`src/rtl/seg_tube_scan_driver_pkg.sv`:
```
// Shared constants for the 8-digit scan driver: nibble codes, segment patterns and phase values.
// Segment patterns are laid out {dp,g,f,e,d,c,b,a}, active-high.
package seg_tube_scan_driver_pkg;

  typedef logic [1:0] phase_t;
  typedef logic [7:0] seg_pat_t;

  localparam phase_t PHASE_0 = 2'd0;
  localparam phase_t PHASE_1 = 2'd1;
  localparam phase_t PHASE_2 = 2'd2;
  localparam phase_t PHASE_3 = 2'd3;

  localparam logic [3:0] SEG_CODE_DASH  = 4'hC;
  localparam logic [3:0] SEG_CODE_BLANK = 4'hF;

  localparam seg_pat_t SEG_PAT_0     = 8'h3F;
  localparam seg_pat_t SEG_PAT_1     = 8'h06;
  localparam seg_pat_t SEG_PAT_2     = 8'h5B;
  localparam seg_pat_t SEG_PAT_3     = 8'h4F;
  localparam seg_pat_t SEG_PAT_4     = 8'h66;
  localparam seg_pat_t SEG_PAT_5     = 8'h6D;
  localparam seg_pat_t SEG_PAT_6     = 8'h7D;
  localparam seg_pat_t SEG_PAT_7     = 8'h07;
  localparam seg_pat_t SEG_PAT_8     = 8'h7F;
  localparam seg_pat_t SEG_PAT_9     = 8'h6F;
  localparam seg_pat_t SEG_PAT_A     = 8'h77;
  localparam seg_pat_t SEG_PAT_B     = 8'h7C;
  localparam seg_pat_t SEG_PAT_D     = 8'h5E;
  localparam seg_pat_t SEG_PAT_E     = 8'h79;
  localparam seg_pat_t SEG_PAT_DASH  = 8'h40;
  localparam seg_pat_t SEG_PAT_BLANK = 8'h00;

endpackage

```
`src/rtl/seg_tube_scan_driver_if.sv`:
```
// Display word in, tube select and segment buses out. blink_mask exists only with SEG_BLINK_EN.
interface seg_tube_scan_driver_if;

  logic [31:0] numbers;
`ifdef SEG_BLINK_EN
  logic [7:0]  blink_mask;
`endif
  logic [7:0]  tube_sel;
  logic [7:0]  seg_right;
  logic [7:0]  seg_left;

`ifdef SEG_BLINK_EN
  modport master (output numbers, output blink_mask,
                  input tube_sel, input seg_right, input seg_left);
  modport slave  (input numbers, input blink_mask,
                  output tube_sel, output seg_right, output seg_left);
`else
  modport master (output numbers, input tube_sel, input seg_right, input seg_left);
  modport slave  (input numbers, output tube_sel, output seg_right, output seg_left);
`endif

endinterface

```
`src/rtl/seg_tube_scan_driver_seg7_decode.sv`:
```
// Combinational nibble-to-segment decoder; C shows a dash and F blanks the digit.
module seg7_decode
  import seg_tube_scan_driver_pkg::*;
(
  input  logic [3:0] i_code,
  output seg_pat_t   o_pat
);

  always_comb begin
    o_pat = SEG_PAT_BLANK;
    unique case (i_code)
      4'h0:           o_pat = SEG_PAT_0;
      4'h1:           o_pat = SEG_PAT_1;
      4'h2:           o_pat = SEG_PAT_2;
      4'h3:           o_pat = SEG_PAT_3;
      4'h4:           o_pat = SEG_PAT_4;
      4'h5:           o_pat = SEG_PAT_5;
      4'h6:           o_pat = SEG_PAT_6;
      4'h7:           o_pat = SEG_PAT_7;
      4'h8:           o_pat = SEG_PAT_8;
      4'h9:           o_pat = SEG_PAT_9;
      4'hA:           o_pat = SEG_PAT_A;
      4'hB:           o_pat = SEG_PAT_B;
      SEG_CODE_DASH:  o_pat = SEG_PAT_DASH;
      4'hD:           o_pat = SEG_PAT_D;
      4'hE:           o_pat = SEG_PAT_E;
      SEG_CODE_BLANK: o_pat = SEG_PAT_BLANK;
    endcase
  end

endmodule

```
`src/rtl/seg_tube_scan_driver.sv`:
```
// 4-phase scan driver for two 4-digit 7-segment banks with per-frame snapshot and blanking gap.
// Optional per-digit blinking is enabled by defining SEG_BLINK_EN.
module seg_tube_scan_driver
  import seg_tube_scan_driver_pkg::*;
#(
  parameter int unsigned CLK_FREQ_HZ = 100_000_000,
  parameter int unsigned SCAN_HZ     = 1000,
  parameter int unsigned BLANK_CYC   = 2,
  parameter int unsigned BLINK_HZ    = 2
) (
  input  logic                  clk,
  input  logic                  rstn,
  seg_tube_scan_driver_if.slave io_bus
);

  localparam int unsigned Div  = CLK_FREQ_HZ / SCAN_HZ;
  localparam int unsigned DivW = (Div > 1) ? $clog2(Div) : 1;

  if (Div < BLANK_CYC + 1) begin : gen_bad_div
    $fatal(1, "seg_tube_scan_driver: DIV must exceed BLANK_CYC");
  end
  if (BLINK_HZ == 0) begin : gen_bad_blink
    $fatal(1, "seg_tube_scan_driver: BLINK_HZ must be non-zero");
  end

  logic [DivW-1:0] r_div_cnt, w_div_cnt_nxt;
  phase_t          r_phase, w_phase_nxt;
  logic [31:0]     r_shadow, w_shadow_nxt;
  logic            w_tick;
  logic            w_blank;
  logic [3:0]      w_code_right, w_code_left;
  seg_pat_t        w_pat_right, w_pat_left;
  logic            w_mute_right, w_mute_left;
  logic [7:0]      w_sel_nxt;
  logic [7:0]      r_tube_sel, r_seg_right, r_seg_left;

  // Outputs are built from next-state values so the registered outputs line up with div_cnt.
  always_comb begin
    w_tick        = (r_div_cnt == DivW'(Div - 1));
    w_div_cnt_nxt = w_tick ? '0 : r_div_cnt + 1'b1;
    w_phase_nxt   = w_tick ? r_phase + 2'd1 : r_phase;
    w_shadow_nxt  = (w_tick && r_phase == PHASE_3) ? io_bus.numbers : r_shadow;
    w_blank       = (32'(w_div_cnt_nxt) < BLANK_CYC);
    w_code_right  = w_shadow_nxt[{1'b0, w_phase_nxt, 2'b00} +: 4];
    w_code_left   = w_shadow_nxt[{1'b1, w_phase_nxt, 2'b00} +: 4];
    w_sel_nxt     = 8'h00;
    w_sel_nxt[{1'b0, w_phase_nxt}] = 1'b1;
    w_sel_nxt[{1'b1, w_phase_nxt}] = 1'b1;
  end

  seg7_decode u_dec_right (
    .i_code (w_code_right),
    .o_pat  (w_pat_right)
  );

  seg7_decode u_dec_left (
    .i_code (w_code_left),
    .o_pat  (w_pat_left)
  );

`ifdef SEG_BLINK_EN
  localparam int unsigned BlinkDiv  = CLK_FREQ_HZ / (2 * BLINK_HZ);
  localparam int unsigned BlinkW    = (BlinkDiv > 1) ? $clog2(BlinkDiv) : 1;

  logic [BlinkW-1:0] r_blink_cnt, w_blink_cnt_nxt;
  logic              r_blink_on, w_blink_on_nxt;
  logic              w_blink_wrap;

  always_comb begin
    w_blink_wrap    = (r_blink_cnt == BlinkW'(BlinkDiv - 1));
    w_blink_cnt_nxt = w_blink_wrap ? '0 : r_blink_cnt + 1'b1;
    w_blink_on_nxt  = w_blink_wrap ? ~r_blink_on : r_blink_on;
    // Mask is sampled live so blinking can start or stop mid-frame.
    w_mute_right    = ~w_blink_on_nxt & io_bus.blink_mask[{1'b0, w_phase_nxt}];
    w_mute_left     = ~w_blink_on_nxt & io_bus.blink_mask[{1'b1, w_phase_nxt}];
  end

  always_ff @(posedge clk) begin
    if (!rstn) begin
      r_blink_cnt <= '0;
      r_blink_on  <= 1'b1;
    end else begin
      r_blink_cnt <= w_blink_cnt_nxt;
      r_blink_on  <= w_blink_on_nxt;
    end
  end
`else
  assign w_mute_right = 1'b0;
  assign w_mute_left  = 1'b0;
`endif

  always_ff @(posedge clk) begin
    if (!rstn) begin
      r_div_cnt   <= '0;
      r_phase     <= PHASE_0;
      r_shadow    <= 32'hFFFF_FFFF;
      r_tube_sel  <= 8'h00;
      r_seg_right <= 8'h00;
      r_seg_left  <= 8'h00;
    end else begin
      r_div_cnt   <= w_div_cnt_nxt;
      r_phase     <= w_phase_nxt;
      r_shadow    <= w_shadow_nxt;
      r_tube_sel  <= w_blank ? 8'h00 : w_sel_nxt;
      r_seg_right <= (w_blank || w_mute_right) ? 8'h00 : w_pat_right;
      r_seg_left  <= (w_blank || w_mute_left)  ? 8'h00 : w_pat_left;
    end
  end

  assign io_bus.tube_sel  = r_tube_sel;
  assign io_bus.seg_right = r_seg_right;
  assign io_bus.seg_left  = r_seg_left;

endmodule

```
`src/flat_wrapper.sv`:
```
// flat-port wrapper written by rule: the top's interface ports become plain ports
module seg_tube_scan_driver_flat import seg_tube_scan_driver_pkg::*;
#(
  parameter int unsigned CLK_FREQ_HZ = 100_000_000,
  parameter int unsigned SCAN_HZ     = 1000,
  parameter int unsigned BLANK_CYC   = 2,
  parameter int unsigned BLINK_HZ    = 2
)
  (clk, rstn, io_bus_numbers, io_bus_tube_sel, io_bus_seg_right, io_bus_seg_left);
  seg_tube_scan_driver_if io_bus_i ();
  input  logic clk;
  input  logic rstn;
  input wire logic [$bits(io_bus_i.numbers)-1:0] io_bus_numbers;
  output wire logic [$bits(io_bus_i.tube_sel)-1:0] io_bus_tube_sel;
  output wire logic [$bits(io_bus_i.seg_right)-1:0] io_bus_seg_right;
  output wire logic [$bits(io_bus_i.seg_left)-1:0] io_bus_seg_left;
  assign io_bus_i.numbers = io_bus_numbers;
  assign io_bus_tube_sel = io_bus_i.tube_sel;
  assign io_bus_seg_right = io_bus_i.seg_right;
  assign io_bus_seg_left = io_bus_i.seg_left;
  seg_tube_scan_driver #(.CLK_FREQ_HZ(CLK_FREQ_HZ), .SCAN_HZ(SCAN_HZ), .BLANK_CYC(BLANK_CYC), .BLINK_HZ(BLINK_HZ)) u_core (.clk(clk), .rstn(rstn), .io_bus(io_bus_i));
endmodule
```
`config.mk`:
```
export PLATFORM = sky130hd
export DESIGN_NAME = seg_tube_scan_driver_flat
export DESIGN_NICKNAME = d
export VERILOG_FILES = /design/src/rtl/seg_tube_scan_driver_pkg.sv /design/src/rtl/seg_tube_scan_driver_if.sv /design/src/rtl/seg_tube_scan_driver_seg7_decode.sv /design/src/rtl/seg_tube_scan_driver.sv /design/src/flat_wrapper.sv
export SDC_FILE = /design/constraint.sdc
export NUM_CORES = 1
export LEC_CHECK = 0
export ABC_CLOCK_PERIOD_IN_PS = 3500
export BUFFER_PORTS_ARGS = -buffer_cell sky130_fd_sc_hd__buf_4
export CAP_MARGIN = 0
export CORE_AREA = 2 2 90 92
export CTS_CLUSTER_SIZE = 16
export DETAILED_ROUTE_END_ITERATION = 6
export DIE_AREA = 0 0 92 94
export PLACE_DENSITY = 0.77
export SYNTH_ARGS = -nofsm -noshare
export SYNTH_HDL_FRONTEND = slang
export SYNTH_SLANG_ARGS = --single-unit
```
`constraint.sdc`:
```
create_clock -name clk -period 3.5 [get_ports clk]
set_input_delay 0.175 -clock clk [delete_from_list [all_inputs] [get_ports clk]]
set_output_delay 0.175 -clock clk [all_outputs]
set_load 0.01 [all_outputs]
```
==> impl_metrics.env <==
export IMPL_status="completed"
export IMPL_drive_gt1_share_pct=21.0
export IMPL_synth_adder_area_share_pct=4.90
export IMPL_grt_max_degree=41
export IMPL_power_density_nw_per_um2=334
export IMPL_worst_setup_hold_path_clk_slew_ns=0.08
export IMPL_synth_distinct_cells=69
export IMPL_fin_worst_skew_ns=0.00979
export IMPL_firstDrtPassIters=5
export IMPL_route_vias_total=3627
export IMPL_synth_flop_cell="dfxtp_1"
export IMPL_reg2reg_from="u_core.r_div_cnt[0]$_SDFF_PP0_"
export IMPL_cts_root_buf="clkbuf_8"
export IMPL_min_period_over_period_pct=92.3
export IMPL_hold_viol=0
export IMPL_synth_edff_count=0
export IMPL_yosysSeqAreaShare_pct=33.8
export IMPL_wl_per_cell_um=15.3
export IMPL_final_util_pct=62.7
export IMPL_yosys_area_share_simple_pct=25.9
export IMPL_die_h_um=94
export IMPL_synthCells=483
export IMPL_antenna_cells=0
export IMPL_grt_pass1_vias=3334
export IMPL_synth_top_area_share_pct=33.8
export IMPL_drt_iter0_drc=242
export IMPL_area_growth_pct=16.6
export IMPL_vdd_drop_max_mv=0.213
export IMPL_final_area_um2=4770
export IMPL_final_cell_mix="76 x nand2_1, 69 x buf_4, 69 x dfxtp_1"
export IMPL_grt_ovfl_total=0
export IMPL_power_leakage_nw=2.04
export IMPL_rsz0062_at_grt="no"
export IMPL_dp_cells=619
export IMPL_fin_cells=635
export IMPL_finalSetupTns_ns=0
export IMPL_slew_viol_final=0
export IMPL_cts_hold_buf=0
export IMPL_antenna_left=0
export IMPL_layout_setup_ws_ns=0.268
export IMPL_port_buffer_count=55
export IMPL_holdWs_ns=0.0419
export IMPL_viasPerCell=5.71
export IMPL_track_usage_pct=23.4
export IMPL_drc=0
export IMPL_clk_latency_ns=0.35
export IMPL_critPathKind="flop to flop"
export IMPL_yosysWarnings=0
export IMPL_yosysTopAreaCell="dfxtp_1"
export IMPL_htreeDepth=3
export IMPL_fp_dieW_um=92
export IMPL_hold_path_class="input port to flop"
export IMPL_tritoncts="done"
export IMPL_max_slew_margin_pct=56.4
export IMPL_cts_buffer_depth=2
export IMPL_num_rows=32
export IMPL_die_area_um2=8650
export IMPL_ioPinCount=58
export IMPL_initial_core_util_pct=53.8
export IMPL_cp_end_kind="flop"
export IMPL_post_cts_buffers=0
export IMPL_crit_arrival_ns=3.44
export IMPL_syn_avg_cell_area_um2=8.47
export IMPL_dpl_hpwl_mm=7.01
export IMPL_synth_top_family_by_area="simple AND/OR/NAND/NOR gates"
export IMPL_yosys_top_cells_area="dfxtp_1 34%, mux2i_1 8.1%, nand2_1 7.0%"
export IMPL_mostFrequentLayoutCell="nand2_1"
export IMPL_path_max_fanout=7
export IMPL_max_cap_violations=0
export IMPL_antenna_found_initial=0
export IMPL_synth_compound_area_share_pct=12.7
export IMPL_timing_fmax_mhz=309
export IMPL_setup_violations=0
export IMPL_grt_pass1_wl_mm=16.1
export IMPL_synth_xor_area_share_pct=3.86
export IMPL_numCtsBuffers=9
export IMPL_async_flop_share_pct=0
export IMPL_syn_area_um2=4090
export IMPL_worst_setup_path_start_kind="flop"
export IMPL_min_from="io_bus_numbers[14]"
export IMPL_min_period_ns=3.23
export IMPL_totalWireLength_mm=9.70
export IMPL_yosys_register_bits=69
export IMPL_worst_pin_slew_ns=0.653
export IMPL_cts_sinks=69
export IMPL_core_area_um2=7610
export IMPL_cp_required_ns=3.71
export IMPL_startpoint="u_core.r_div_cnt[0]$_SDFF_PP0_"
export IMPL_routabilityCongestion=0.906
export IMPL_fin_total_pwr_mw=1.59
export IMPL_placed_area_um2=4550
export IMPL_dp_slack_ns=0.168
export IMPL_muxShareOfSynthArea_pct=12.8
export IMPL_final_net_count=578
## logic make-up (layout without fill, tap and decap cells)
group / count (synthesis) / in the layout
compound gates: 70 / 70
xor+xnor: 18 / 18
fa+ha+maj: 16 / 16
buf+inv: 50 / 99
flops: 69 / 69
mux: 45 / 45
other cells: 1 / 2
simple gates: 214 / 214
## state kept, by name (all words and copies together), names as in the netlist
register,count
u_core.io_bus.seg_left,7
u_core.r_shadow,32
u_core.r_phase,2
u_core.r_div_cnt,17
u_core.io_bus.tube_sel,4
u_core.io_bus.seg_right,7
## where the power goes
group	internal [mW]	leakage (nW)	total, mW	switching, mW
registers	0.789	0.558	0.793	0.00391
logic	0.0447	1.37	0.0900	0.0452
clock network	0.401	0.107	0.709	0.308
total	1.24	2.04	1.59	0.357
## cells in the mapped netlist (5+ instances only)
cell,n
a211oi_1,6
a21oi_1,11
and2_1,10
buf_2,6
buf_4,13
clkbuf_1,14
dfxtp_1,69
ha_1,16
inv_1,12
mux2_2,7
mux2i_1,33
mux4_2,5
nand2_1,76
nand3_1,32
nor2_1,45
nor2b_1,5
nor3_1,10
o21ai_0,11
xnor2_1,14
## cell type report
class,instances,area [um^2]
well taps,102,128
inverters,14,52.6
clock inverters,6,86.3
flip-flops and latches,69,1380
clock buffers,10,128
multi-input cells,365,2480
fillers,676,2840
repair buffers,69,518
## worst max-delay path, cell delays in order (launching register included)
cell      delay, ns
dfxtp_1        0.37
ha_1           0.27
nand4_1        0.19
nor4_2         0.33
and2_2         0.33
mux2i_1        0.36
mux2i_1        0.31
and2_1         0.29
inv_1          0.14
ha_1           0.24
mux2i_1        0.17
a211oi_2       0.09
## final timing paths
path                                            to  slack [ns]  cells past startpoint
max          u_core.io_bus.seg_right[4]$_SDFF_PP0_        0.27                     11
min                 u_core.r_shadow[14]$_SDFF_PN1_        0.04                      3
max reg2reg  u_core.io_bus.seg_right[4]$_SDFF_PP0_        0.27                     11
min reg2reg         u_core.r_shadow[18]$_SDFF_PN1_        0.48                      2
## layer usage
layer,GRT usage [%],part of all wire [%],wire (um)
met1,31.0,45,4340
met2,37.9,48,4610
met3,3.77,5.9,571
met4,9.70,1.7,167
met5,0,0,0
## what timing repair did
action	CTS	global route
gates resized for setup	0	3
endpoints found under the setup margin	0	6
hold endpoints to repair	0	0
Power figures use the tool's default switching activity.
